### src/rtl/cmp_pkg.sv
// Shared types for the compare monitor: alarm FSM states and the one-hot
// compare result carried from the comparator to the output register.
package cmp_pkg;

  typedef enum logic [1:0] {
    IDLE,
    COUNT,
    ALARM,
    RELEASE
  } cmp_state_t;

  typedef struct packed {
    logic gt;
    logic eq;
    logic lt;
  } cmp_result_t;

endpackage

### src/rtl/cmp_core.sv
// Purely combinational magnitude compare of two WIDTH-bit operands.
// Signed mode flips the sign bit of both operands, which maps two's
// complement ordering onto unsigned ordering, so one comparator serves both.
module cmp_core
  import cmp_pkg::*;
#(
  parameter int WIDTH  = 16,
  parameter int SIGNED = 0
) (
  input  logic [WIDTH-1:0] a,
  input  logic [WIDTH-1:0] b,
  output cmp_result_t      result
);

  localparam logic [WIDTH-1:0] SIGN_FLIP =
    (SIGNED != 0) ? (WIDTH'(1) << (WIDTH - 1)) : '0;

  logic [WIDTH-1:0] a_key;
  logic [WIDTH-1:0] b_key;

  assign a_key = a ^ SIGN_FLIP;
  assign b_key = b ^ SIGN_FLIP;

  assign result.gt = (a_key > b_key);
  assign result.eq = (a_key == b_key);
  assign result.lt = (a_key < b_key);

endmodule

### src/rtl/compare_monitor.sv
// Compare monitor: registers a gt/eq/lt result for each accepted A/B pair
// behind a one-entry valid/ready output stage, and raises alarm after
// PERSIST consecutive A>B samples.
// Build option: define CMP_HYST_EN to add a RELEASE state so that alarm only
// drops after PERSIST consecutive non-gt samples.
module compare_monitor
  import cmp_pkg::*;
#(
  parameter int WIDTH   = 16,
  parameter int SIGNED  = 0,
  parameter int PERSIST = 4
) (
  input  logic             clk,
  input  logic             rst,
  input  logic             in_valid,
  output logic             in_ready,
  input  logic [WIDTH-1:0] A,
  input  logic [WIDTH-1:0] B,
  input  logic             clear,
  output logic             out_valid,
  input  logic             out_ready,
  output logic             gt,
  output logic             eq,
  output logic             lt,
  output logic             alarm
);

  localparam int              CW      = $clog2(PERSIST + 1);
  localparam logic [CW-1:0]   CNT_MAX = CW'(PERSIST);

  cmp_result_t   cur;
  logic          accept;
  cmp_state_t    state;
  logic [CW-1:0] cnt;
  logic [CW-1:0] cnt_inc;

  cmp_core #(
    .WIDTH (WIDTH),
    .SIGNED(SIGNED)
  ) u_core (
    .a     (A),
    .b     (B),
    .result(cur)
  );

  // One-entry output register: a new pair may enter whenever the slot is
  // empty or is being drained this cycle.
  assign in_ready = !out_valid || out_ready;
  assign accept   = in_valid && in_ready;

  // Saturating increment so the counter can never wrap past PERSIST.
  assign cnt_inc = (cnt == CNT_MAX) ? cnt : cnt + 1'b1;

  // Output register: load on accept, empty after a transfer, hold otherwise.
  // NOTE: every clocked block uses non-blocking assignments so all registers
  // update together from pre-edge values; async reset clears held data at once.
  always_ff @(posedge clk or posedge rst) begin
    if (rst) begin
      out_valid      <= 1'b0;
      {gt, eq, lt}   <= '0;
    end else if (accept) begin
      out_valid      <= 1'b1;
      {gt, eq, lt}   <= cur;
    end else if (out_ready) begin
      out_valid      <= 1'b0;
    end
  end

  // Alarm FSM: advances on accepted samples only; clear takes priority.
  always_ff @(posedge clk or posedge rst) begin
    if (rst) begin
      state <= IDLE;
      cnt   <= '0;
      alarm <= 1'b0;
    end else if (clear) begin
      state <= IDLE;
      cnt   <= '0;
      alarm <= 1'b0;
    end else if (accept) begin
      case (state)
        IDLE: begin
          if (cur.gt) begin
            cnt <= cnt_inc;
            if (cnt_inc == CNT_MAX) begin
              state <= ALARM;
              alarm <= 1'b1;
            end else begin
              state <= COUNT;
            end
          end
        end
        COUNT: begin
          if (cur.gt) begin
            cnt <= cnt_inc;
            if (cnt_inc == CNT_MAX) begin
              state <= ALARM;
              alarm <= 1'b1;
            end
          end else begin
            state <= IDLE;
            cnt   <= '0;
          end
        end
        ALARM: begin
          if (cur.gt) begin
            cnt <= CNT_MAX;
          end else begin
`ifdef CMP_HYST_EN
            if (CNT_MAX == CW'(1)) begin
              state <= IDLE;
              cnt   <= '0;
              alarm <= 1'b0;
            end else begin
              state <= RELEASE;
              cnt   <= CW'(1);
            end
`else
            state <= IDLE;
            cnt   <= '0;
            alarm <= 1'b0;
`endif
          end
        end
`ifdef CMP_HYST_EN
        RELEASE: begin
          if (cur.gt) begin
            state <= ALARM;
            cnt   <= CNT_MAX;
          end else if (cnt_inc == CNT_MAX) begin
            state <= IDLE;
            cnt   <= '0;
            alarm <= 1'b0;
          end else begin
            cnt   <= cnt_inc;
          end
        end
`endif
        default: begin
          state <= IDLE;
          cnt   <= '0;
          alarm <= 1'b0;
        end
      endcase
    end
  end

endmodule
### config.mk
export PLATFORM = sky130hd
export DESIGN_NAME = compare_monitor
export DESIGN_NICKNAME = d
export VERILOG_FILES = /design/src/rtl/cmp_pkg.sv /design/src/rtl/cmp_core.sv /design/src/rtl/compare_monitor.sv
export SDC_FILE = /design/constraint.sdc
export NUM_CORES = 1
export LEC_CHECK = 0
export CAP_MARGIN = 20
export CELL_PAD_IN_SITES_DETAIL_PLACEMENT = 0
export CELL_PAD_IN_SITES_GLOBAL_PLACEMENT = 1
export CORE_MARGIN = 2
export CORE_UTILIZATION = 29
export CTS_BUF_LIST = sky130_fd_sc_hd__clkbuf_8 sky130_fd_sc_hd__clkbuf_16
export CTS_CLUSTER_SIZE = 16
export DETAILED_ROUTE_END_ITERATION = 12
export PLACE_DENSITY = 0.89
export SLEW_MARGIN = 0
export SYNTH_ARGS = -nofsm -noshare
export SYNTH_HDL_FRONTEND = slang
export SYNTH_SLANG_ARGS = --single-unit
### constraint.sdc
create_clock -name clk -period 2.5 [get_ports clk]
set_input_delay 0.25 -clock clk [delete_from_list [all_inputs] [get_ports clk]]
set_output_delay 0.25 -clock clk [all_outputs]
set_load 0.05 [all_outputs]
* Word level (Yosys, flattened, before mapping) *
Cells that the tools add are included.

word-level totals
  input port bits = 37
  bits in registers = 10
  output and inout port bits = 6

cells by class
  equality and inequality tests = 10
  muxes and demuxes = 23
  add/sub/neg operators = 1
  reductions and logical operators = 10
  magnitude comparators = 2

operators with widths
  operator                                                         count
  3-bit two-way mux                                                6
  16-bit == test                                                   1
  16-bit > comparator                                              1
  16-bit < comparator                                              1
  2-bit two-way mux                                                7
  3-bit case mux with 3 select lines                               1
  4-bit AND reduction                                              2
  1-bit two-way mux                                                7
  3-bit == test, second input constant                             2
  3-bit by 1-bit != test with 1-bit output, second input constant  2
  3-bit != test, second input constant                             2
  2-bit case mux with 3 select lines                               1
  4-bit != test, second input constant                             1
  2-bit nonzero test                                               2
  3-bit by 1-bit adder with 3-bit output, second input constant    1
  2-bit by 1-bit == test with 1-bit output, second input constant  1
  2-bit == test, second input constant                             1
  2-bit logical NOT                                                1
  1-bit case mux with 2 select lines                               1
  2-bit AND reduction                                              1
  2-bit OR reduction                                               1
  1-bit logical AND                                                1
  1-bit logical NOT                                                1
  1-bit logical OR                                                 1

* Logic depth before layout (Yosys ltp) *
Gate-level depths: netlist of run 1.

  depth in word-level cells = 8
  depth in mapped cells = 9
  mapped depth without buffers = 8

* By module *
From an unflattened synthesis of run 1, not the netlist that was laid out.

second synthesis, totals
  cells, all modules = 109
  area, all modules = 934.6 sq um

modules (own cells, without submodules)
  module           cells an instance  area an instance (sq um)  times used  sequential area each (sq um)
  compare_monitor  51                 521.8                     1           250.2
  cmp_core         58                 412.9                     1           0.0

* Worst setup path after synthesis of run 1 *
No wires, ideal clock.

  kind = flip-flop to flip-flop
  start = register out_valid
  end = register cnt[0]
  setup time = 0.133 ns
  required time = 2.367 ns
  buffers on the path = 0
  path slack = 0.399 ns
  cell stages (with the launch flop) = 7
  data arrival time = 1.968 ns
  cells stage by stage = dfrtp_1 nand2b_1 and2_0 nor2_1 a211oi_1 o211ai_1 o211ai_1

between the ends
  longest elaborated chain between the ends = 5

ends and longest elaborated chain
  what                           RTL line               text
  start, declared                compare_monitor.sv:20  output logic out_valid,
  start signal, assigned         compare_monitor.sv:59  out_valid <= 1'b0;
  start signal, assigned         compare_monitor.sv:62  out_valid <= 1'b1;
  start signal, assigned         compare_monitor.sv:65  out_valid <= 1'b0;
  1-bit logical NOT              compare_monitor.sv:48  assign in_ready = !out_valid || out_ready;
  1-bit logical OR               compare_monitor.sv:48
  named net in_ready             compare_monitor.sv:16  output logic in_ready,
  1-bit logical AND              compare_monitor.sv:49  assign accept = in_valid && in_ready;
  2-bit nonzero test (no line)   n/a
  2-bit AND reduction (no line)  n/a
  end signal, assigned           compare_monitor.sv:83  cnt <= cnt_inc;
  end signal, assigned           compare_monitor.sv:94  cnt <= cnt_inc;
  end, declared                  compare_monitor.sv:34  logic [CW-1:0] cnt;

The timed path passes the listed nets, and every way through them passes these cells.
A chain may end at the register's enable or synchronous reset.

* Worst setup path in the final report of run 1 *
  start = input port B[14]
  end = register alarm

between the ends
  longest elaborated chain between the ends = 3
  elaborated cells on any way between the ends = 4
  classes of those cells = order compare: 1; eq/ne: 2; reduce/logical: 1

ends and longest elaborated chain
  what                                                                                        RTL line               text
  start, declared                                                                             compare_monitor.sv:18  input logic [WIDTH-1:0] B,
  16-bit > comparator *                                                                       cmp_core.sv:24         assign result.gt = (a_key > b_key);
  3-bit != test (no line) / 3-bit by 1-bit != test with 1-bit output (equally long branches)  n/a
  4-bit AND reduction (no line) *                                                             n/a
  end signal, assigned                                                                        compare_monitor.sv:74  alarm <= 1'b0;
  end signal, assigned                                                                        compare_monitor.sv:78  alarm <= 1'b0;
  end signal, assigned                                                                        compare_monitor.sv:86  alarm <= 1'b1;
  end, declared                                                                               compare_monitor.sv:25  output logic alarm

Mark *: on every way between the ends. The rest lies on a longest branch, timed or not.

==> results of run 1 <==
## metal layers
layer / track usage (%) / vias up / wire (um)
li1: - / 518 / -
met1: 15.22 / 430 / 1004
met2: 23.23 / 24 / 1149
met3: 1.087 / 2 / 81
met4: 3.333 / 0 / 18
met5: 0 / - / 0
## worst max-delay path: cells and delay by family
| family | cells | cell delay [ns] |
|---|---|---|
| buffers and inverters | 3 | 0.68 |
| AO/OA/AOI/OAI | 3 | 0.59 |
| AND/OR/NAND/NOR | 3 | 0.43 |
| adder cells (fa/ha/maj) | 1 | 0.32 |
## cell type report
type / count / share of cell area [%]
Multi-Input combinational cell: 90 / 42.48
Timing Repair Buffer: 43 / 28.43
Sequential cell: 10 / 16.63
Inverter: 20 / 4.988
Tap cell: 46 / 3.824
Clock buffer: 4 / 3.658
## power by group
group | internal [uW] | total, uW | switching [uW]
Combinational | 122 | 240 | 118
Sequential | 178 | 196 | 18.3
Clock | 138 | 199 | 60.7
Total | 438 | 635 | 197
## sequential cells by signal, summed over array words and instances (netlist names)
| register | count |
|---|---|
| alarm | 1 |
| out_valid | 1 |
| state | 2 |
| cnt | 3 |
| eq | 1 |
| gt | 1 |
| lt | 1 |
## kinds of logic (layout without fill, tap and decap cells)
family / after synthesis / in the layout
compound gates: 25 / 25
fa+ha+maj: 18 / 18
buf+inv: 23 / 67
flops: 10 / 10
mux: 1 / 1
simple gates: 46 / 46
## through the flow
stage | hold WS, ns | instances | util, % | setup slack, ns
2_1_floorplan | 0.09018 | 123 | - | 0.3988
3_3_place_gp | 0.4695 | 209 | 44.15 | 0.1561
3_5_place_dp | 0.4780 | 209 | 44.15 | 0.1075
4_1_cts | 0.3037 | 213 | 45.83 | 0.3421
5_1_grt | 0.3281 | 213 | 45.83 | 0.1382
6_report | 0.2908 | 213 | 45.83 | 0.3687
## Yosys cell counts, drive strengths merged
cell    number  area, um^2
mux2         1       11.26
nand2       15       56.30
a21boi       1       7.510
and3         1       6.260
o221ai       1       8.760
a221oi       1       8.760
nor2         8       32.54
a311oi       2       23.77
nor3         3       15.01
a21oi       10       50.05
buf          1       7.510
nand4        3       18.77
and4         1       8.760
o21ai        4       20.01
nand3        3       15.01
nand2b       5       31.28
nor4b        1       8.760
o211ai       2       15.01
nor2b        1       6.260
a22oi        1       7.510
clkbuf       2       7.510
inv         20       75.07
ha          18       225.2
nand4b       1       8.760
dfrtp       10       250.2
nand3b       2       15.01
and2         1       6.260
or3b         1       8.760
a211o        1       8.760
a211oi       2       15.01
## final timing paths
path	end	slack [ns]	cells after the start
max	alarm	0.37	10
min reg2reg	eq	0.48	2
max in group asynchronous	cnt[2]	1.94	2
min in group clk	eq	0.48	2
min	state[0]	0.29	2
max reg2reg	alarm	0.39	8
==> impl_results.md, run 1 <==
- Status: finished clean
- Post-synthesis average cell area: 7.965 um^2
- Reg area: ~250 um^2
- Proportion of layout cells with a drive suffix above 1: approximately 4.8%
- First-pass GRT wire length: 4.098 mm
- Required time of the worst setup path: 2.64 ns
- VDD IR max: 0.1620 mV
- Largest family of logic cells by synthesized area: simple AND/OR/NAND/NOR gates
- Nets: 223
- Setup crit start kind: input port
- Initial antenna violation count: 0
- Most frequent cells in the layout: clkdlybuf4s50_1, inv_1, ha_1
- Setup crit end kind: flip-flop
- Clock Path Buffers: 2
- Leakage power total: approximately 0.00070 uW
- Vias per cell: 4.573
- Worst-margin pin slew: 0.4954 ns
- Core ar.: between 3000 and 4000 um^2
- Worst clock skew: 0.002369 ns
- Mux cell area share after synthesis: 1.149%
- Crit path cell chain: clkdlybuf4s50_1 > inv_1 > ha_1 > nand4_1 > nor3_1 > o21ai_1 > a21boi_1 > buf_4 > nand2b_1 > a311oi_1
- Max-slew violations: 0
- # clock sinks: 10
- Antenna Cells: 0
- Overall Global Routing Usage: between 10 and 15%
- Floorplan row count: 21
- Crit path max fanout: 10
- Global route overflow: 0
- Crit path DAT: 2.27 ns
- Gpl congestion: 0.7835
- Post-Layout Inst Area: ~1500 um^2
- DP HPWL: roughly 2.0 mm
- Post-CTS setup buffer count: 0
- Hold buffers post-CTS: 0
- DR vias: 974
- # port buffers: 42
- Power per cell area: approximately 420 nW/um^2
- CTS Buf Count: 3
- Later-pin clock latency in the skew report: about 0.23 ns
- Synth Area in XOR/XNOR: 0%
- Routed wire length: ~2.3 mm
- Die area: approximately 3900 um^2
- RSZ-0062 raised after global routing: no
- Setup CP Type: input port to flip-flop
- Max incr delay on CP: 0.45 ns
- Multi-input combinational cell area: 639.4 um^2
- R2r startpoint: cnt[0]
- Min cycle time layout: between 2 and 2.5 ns
- Total power: roughly 640 uW
- Dpl cell area: 1450 um^2
- Ys Warns: 0
- Fraction of the mapped netlist area in adder cells: 22.99%
- Hold Path Class: input port to async pin
- H-Tree Depth: 1
- Seq/Total Area, Yosys: 25.54%
- Layout overhead on the synthesized area: 53.64%
- Initial Util: slightly below 30%
- First-pass DRT Iterations: 4
- Number of max-cap violations: 0
- Slew margin rel.: 66.87%
- Most common cell after layout, fill and taps aside: clkdlybuf4s50_1
- Routed Antenna Nets: 0
- Io pins: 43
- Die extent in x: 62.12 um
- Vias in the first global route: slightly below 1000
- Clk slew on worst S/H paths: 0.05 ns
- Setup Viol. Count Final: 0
- Post-Synthesis Cells: 123
- Fillers: 333
- Number of library cell types mapped by synthesis: 33
- Synth Area in Compound Gates: 16.86%
- Post-CTS resize count: 0
- Synth Net Count: about 180
- Max Clock Freq: between 400 and 500 MHz
- Hold Vio Cnt, Final: 0
- Largest net degree at the start of global routing: 11
- Clk root buf: clkbuf_8
- TritonCTS clock tree: yes
- Die height: 62.12 um
- Number of remaining DRC errors: 0
- DR iter-0 viols: 50
- Post-Syn Area: 979.7 um^2
- Flops & latches, synth: 10
- Slowest cell on the critical path: clkdlybuf4s50_1
- Synthesized-area fraction occupied by and/or/nand/nor cells: around a quarter
- Final TNS setup: 0 ns
- Post-route clock period utilization: 85.25%
- WL/cell: 10.58 um
- Setup crit start: B[14]
Note: power is estimated with default switching activity, not from simulation.
==> run 2, diff against run 1 <==
--- a/config.mk
+++ b/config.mk
@@ -14,6 +14,7 @@
 export CTS_CLUSTER_SIZE = 16
 export DETAILED_ROUTE_END_ITERATION = 12
 export PLACE_DENSITY = 0.89
+export SETUP_SLACK_MARGIN = 0.5
 export SLEW_MARGIN = 0
 export SYNTH_ARGS = -nofsm -noshare
 export SYNTH_HDL_FRONTEND = slang
==> impl_results.md, run 2 (synthesis results as in run 1) <==
- Setup crit start kind: input port
- Global route overflow: 0 (unchanged)
- Leakage power total: 0.0008940 uW (+27%)
- Vias in the first global route: 1171 (+19%)
- DR vias: 1121 (+15%)
- GRT busiest layer: met2
- Setup Viol. Count Final: 0 (unchanged)
- Nets: 234 (+4.9%)
- Post-route clock period utilization: 78.41% (-6.8 points)
- Hold Vio Cnt, Final: 0 (unchanged)
- Slew margin rel.: 66.30% (-0.57 points)
- Crit path DAT: 2.09 ns (-0.18 ns)
- Gpl congestion: 0.7875 (+0.51%)
- H-Tree Depth: 1 (unchanged)
- First-pass GRT wire length: 4.726 mm (+15%)
- Met1 Use GR: 15.52% (+0.30 points)
- Sw Ratio: 33.33% (+2.3 points)
- Max-slew violations: 0 (unchanged)
- Clk root buf: clkbuf_8
- Clock Path Buffers: 2 (unchanged)
- Placed cells: 209 (unchanged)
- CTS Buf Count: 3 (unchanged)
- Max Clock Freq: 510.1 MHz (+8.7%)
- Largest registers: cnt (3), state (2)
- Vias per cell: 5.004 (+9.4%)
- Hold Path Class: input port to async pin
- Max incr delay on CP: 0.45 ns (about the same)
- Overall Global Routing Usage: 14.64% (+2.2 points)
- Post-route insts no fill: 224 (+5.2%)
- VDD IR max: 0.1547 mV (-4.5%)
- WL/cell: 13.30 um (+26%)
- Status: finished clean
- # clock sinks: 10 (unchanged)
- Required time of the worst setup path: 2.62 ns (-0.02 ns)
- Antenna Cells: 0 (unchanged)
- Initial Util: 29.83% (unchanged)
- Fillers: 280 (-16%)
- Min cycle time layout: 1.960 ns (-0.1710 ns)
- Routed Antenna Nets: 0 (unchanged)
- Reg power frac: 26.4% (-4.5 points)
- Die extent in x: 62.12 um (unchanged)
- Largest net degree at the start of global routing: 11 (unchanged)
- Slowest cell on the critical path: clkdlybuf4s50_1
- Switching pwr: 247.5 uW (+26%)
- Io pins: 43 (unchanged)
- Setup crit end kind: flip-flop
- Critical path buffers and inverters: 3 (unchanged)
- First-pass DRT Iterations: 4 (unchanged)
- Die height: 62.12 um (unchanged)
- Max reg flops: 3 (unchanged)
- Routed wire length: 2.980 mm (+32%)
- Floorplan row count: 21 (unchanged)
- Met2 Resource Use GR: 29.48% (+6.3 points)
- Number of max-cap violations: 0 (unchanged)
- Later-pin clock latency in the skew report: 0.24 ns (about the same)
- DP HPWL: 2.052 mm (+3.9%)
- Number of remaining DRC errors: 0 (unchanged)
- Power per cell area: 393.1 nW/um^2 (-6.8%)
- # port buffers: 42 (unchanged)
- Clk pwr share: 27.3% (-4.0 points)
- Crit path cell chain: clkdlybuf4s50_1 > inv_1 > ha_4 > nand2_2 > nor3_4 > o21ai_2 > a21boi_4 > buf_6 > nor2_2 > a211o_1
- Initial antenna violation count: 0 (unchanged)
- Internal power: 495.2 uW (+13%)
- Setup CP Type: input port to flip-flop
- Proportion of layout cells with a drive suffix above 1: 34.83% (+30 points)
- Die area: 3859 um^2 (unchanged)
- Core ar.: 3284 um^2 (unchanged)
- Worst-margin pin slew: 0.5039 ns (+0.008499 ns)
- Clk slew on worst S/H paths: 0.05 ns (about the same)
- Met3 Resource Use GR: 1.812% (+0.72 points)
- Worst clock skew: 0.004263 ns (+0.001894 ns)
- Register with the most flip-flops: cnt
- Crit path max-delay family: buffers and inverters
- Most frequent cells in the layout: clkdlybuf4s50_1, nand2_1, ha_4
- Power share of the combinational group: 46.3% (+8.5 points)
- Crit path max fanout: 5 (-5)
- DR iter-0 viols: 82 (+64%)
- RSZ-0062 raised after global routing: yes
- Final TNS setup: 0 ns (unchanged)
- Layout overhead on the synthesized area: 92.85%
- TritonCTS clock tree: yes
- Hold buffers post-CTS: 0 (unchanged)
- Most common cell after layout, fill and taps aside: clkdlybuf4s50_1
-- run 2: cell types whose count changed in the layout (fill, tap and decap cells not counted), moves of 3 or more --
cell,before,now
clkdlybuf4s50_1,42,26
a21oi_1,10,7
inv_1,20,11
ha_4,0,13
ha_1,18,5
inv_2,0,9
buf_4,1,10
dlygate4sd2_1,0,4
dlymetal6s2s_1,0,12
a21oi_2,0,3
-- run 2: power by group through the flow --
stage	logic [uW]	clock network [uW]	registers (uW)
2_1_floorplan	116	0	219
3_3_place_gp	237	0	197
3_5_place_dp	242	0	198
4_1_cts	276	204	191
5_1_grt	372	214	198
6_report	344	203	196
-- run 2: final cells by class --
type                            count  area, um^2  area share (%)
Timing Repair Buffer               54       543.0           28.74
Tap cell                           46       57.56           3.046
Sequential cell                    10       252.7           13.38
Multi-Input combinational cell     90       905.9           47.95
Clock buffer                        4       55.05           2.914
Inverter                           20       75.07           3.974
-- run 2: metal layers --
metal  wire [um]  part of all wire [%]
met4          42                   1.4
met3         124                   4.2
met5           0                     0
met2        1617                    54
met1        1195                    40
-- run 2: timing repair --
item                       in CTS  in global routing
buffers inserted                7                  3
gates resized for setup        20                 48
setup endpoints to repair       7                  8
pin swaps                      10                 19
cloned                          1                  0
-- run 2: worst paths after layout --
| path | startpoint | cells past startpoint | slack, ns | to |
|---|---|---|---|---|
| max in group asynchronous | rst | 2 | 1.90 | cnt[0] |
| setup / recovery | B[11] | 10 | 0.54 | cnt[2] |
| hold reg to reg | lt | 2 | 0.49 | lt |
| hold / removal | rst | 2 | 0.30 | state[0] |
| setup reg to reg | cnt[1] | 7 | 0.56 | alarm |
| min in group clk | lt | 2 | 0.49 | lt |
-- run 2: per-stage QoR --
stage | setup slack, ns | instance area, um^2 | util (%) | hold WS (ns) | power, uW
2_1_floorplan | 0.5841 | 982.2 | - | 0.09018 | 334.9
3_3_place_gp | 0.1604 | 1453 | 44.23 | 0.4697 | 433.6
3_5_place_dp | 0.1027 | 1453 | 44.23 | 0.4646 | 439.9
4_1_cts | 0.4926 | 1637 | 49.83 | 0.3186 | 671.3
5_1_grt | 0.4302 | 1889 | 57.52 | 0.3588 | 784.4
6_report | 0.5397 | 1889 | 57.52 | 0.3017 | 742.7
-- run 2: worst register-to-register path: cells and delay by family, from the launching register on --
family / cells / cell delay (ns)
compound gates: 3 / 0.56
fa+ha+maj: 1 / 0.18
flops: 1 / 0.43
simple gates: 3 / 0.67
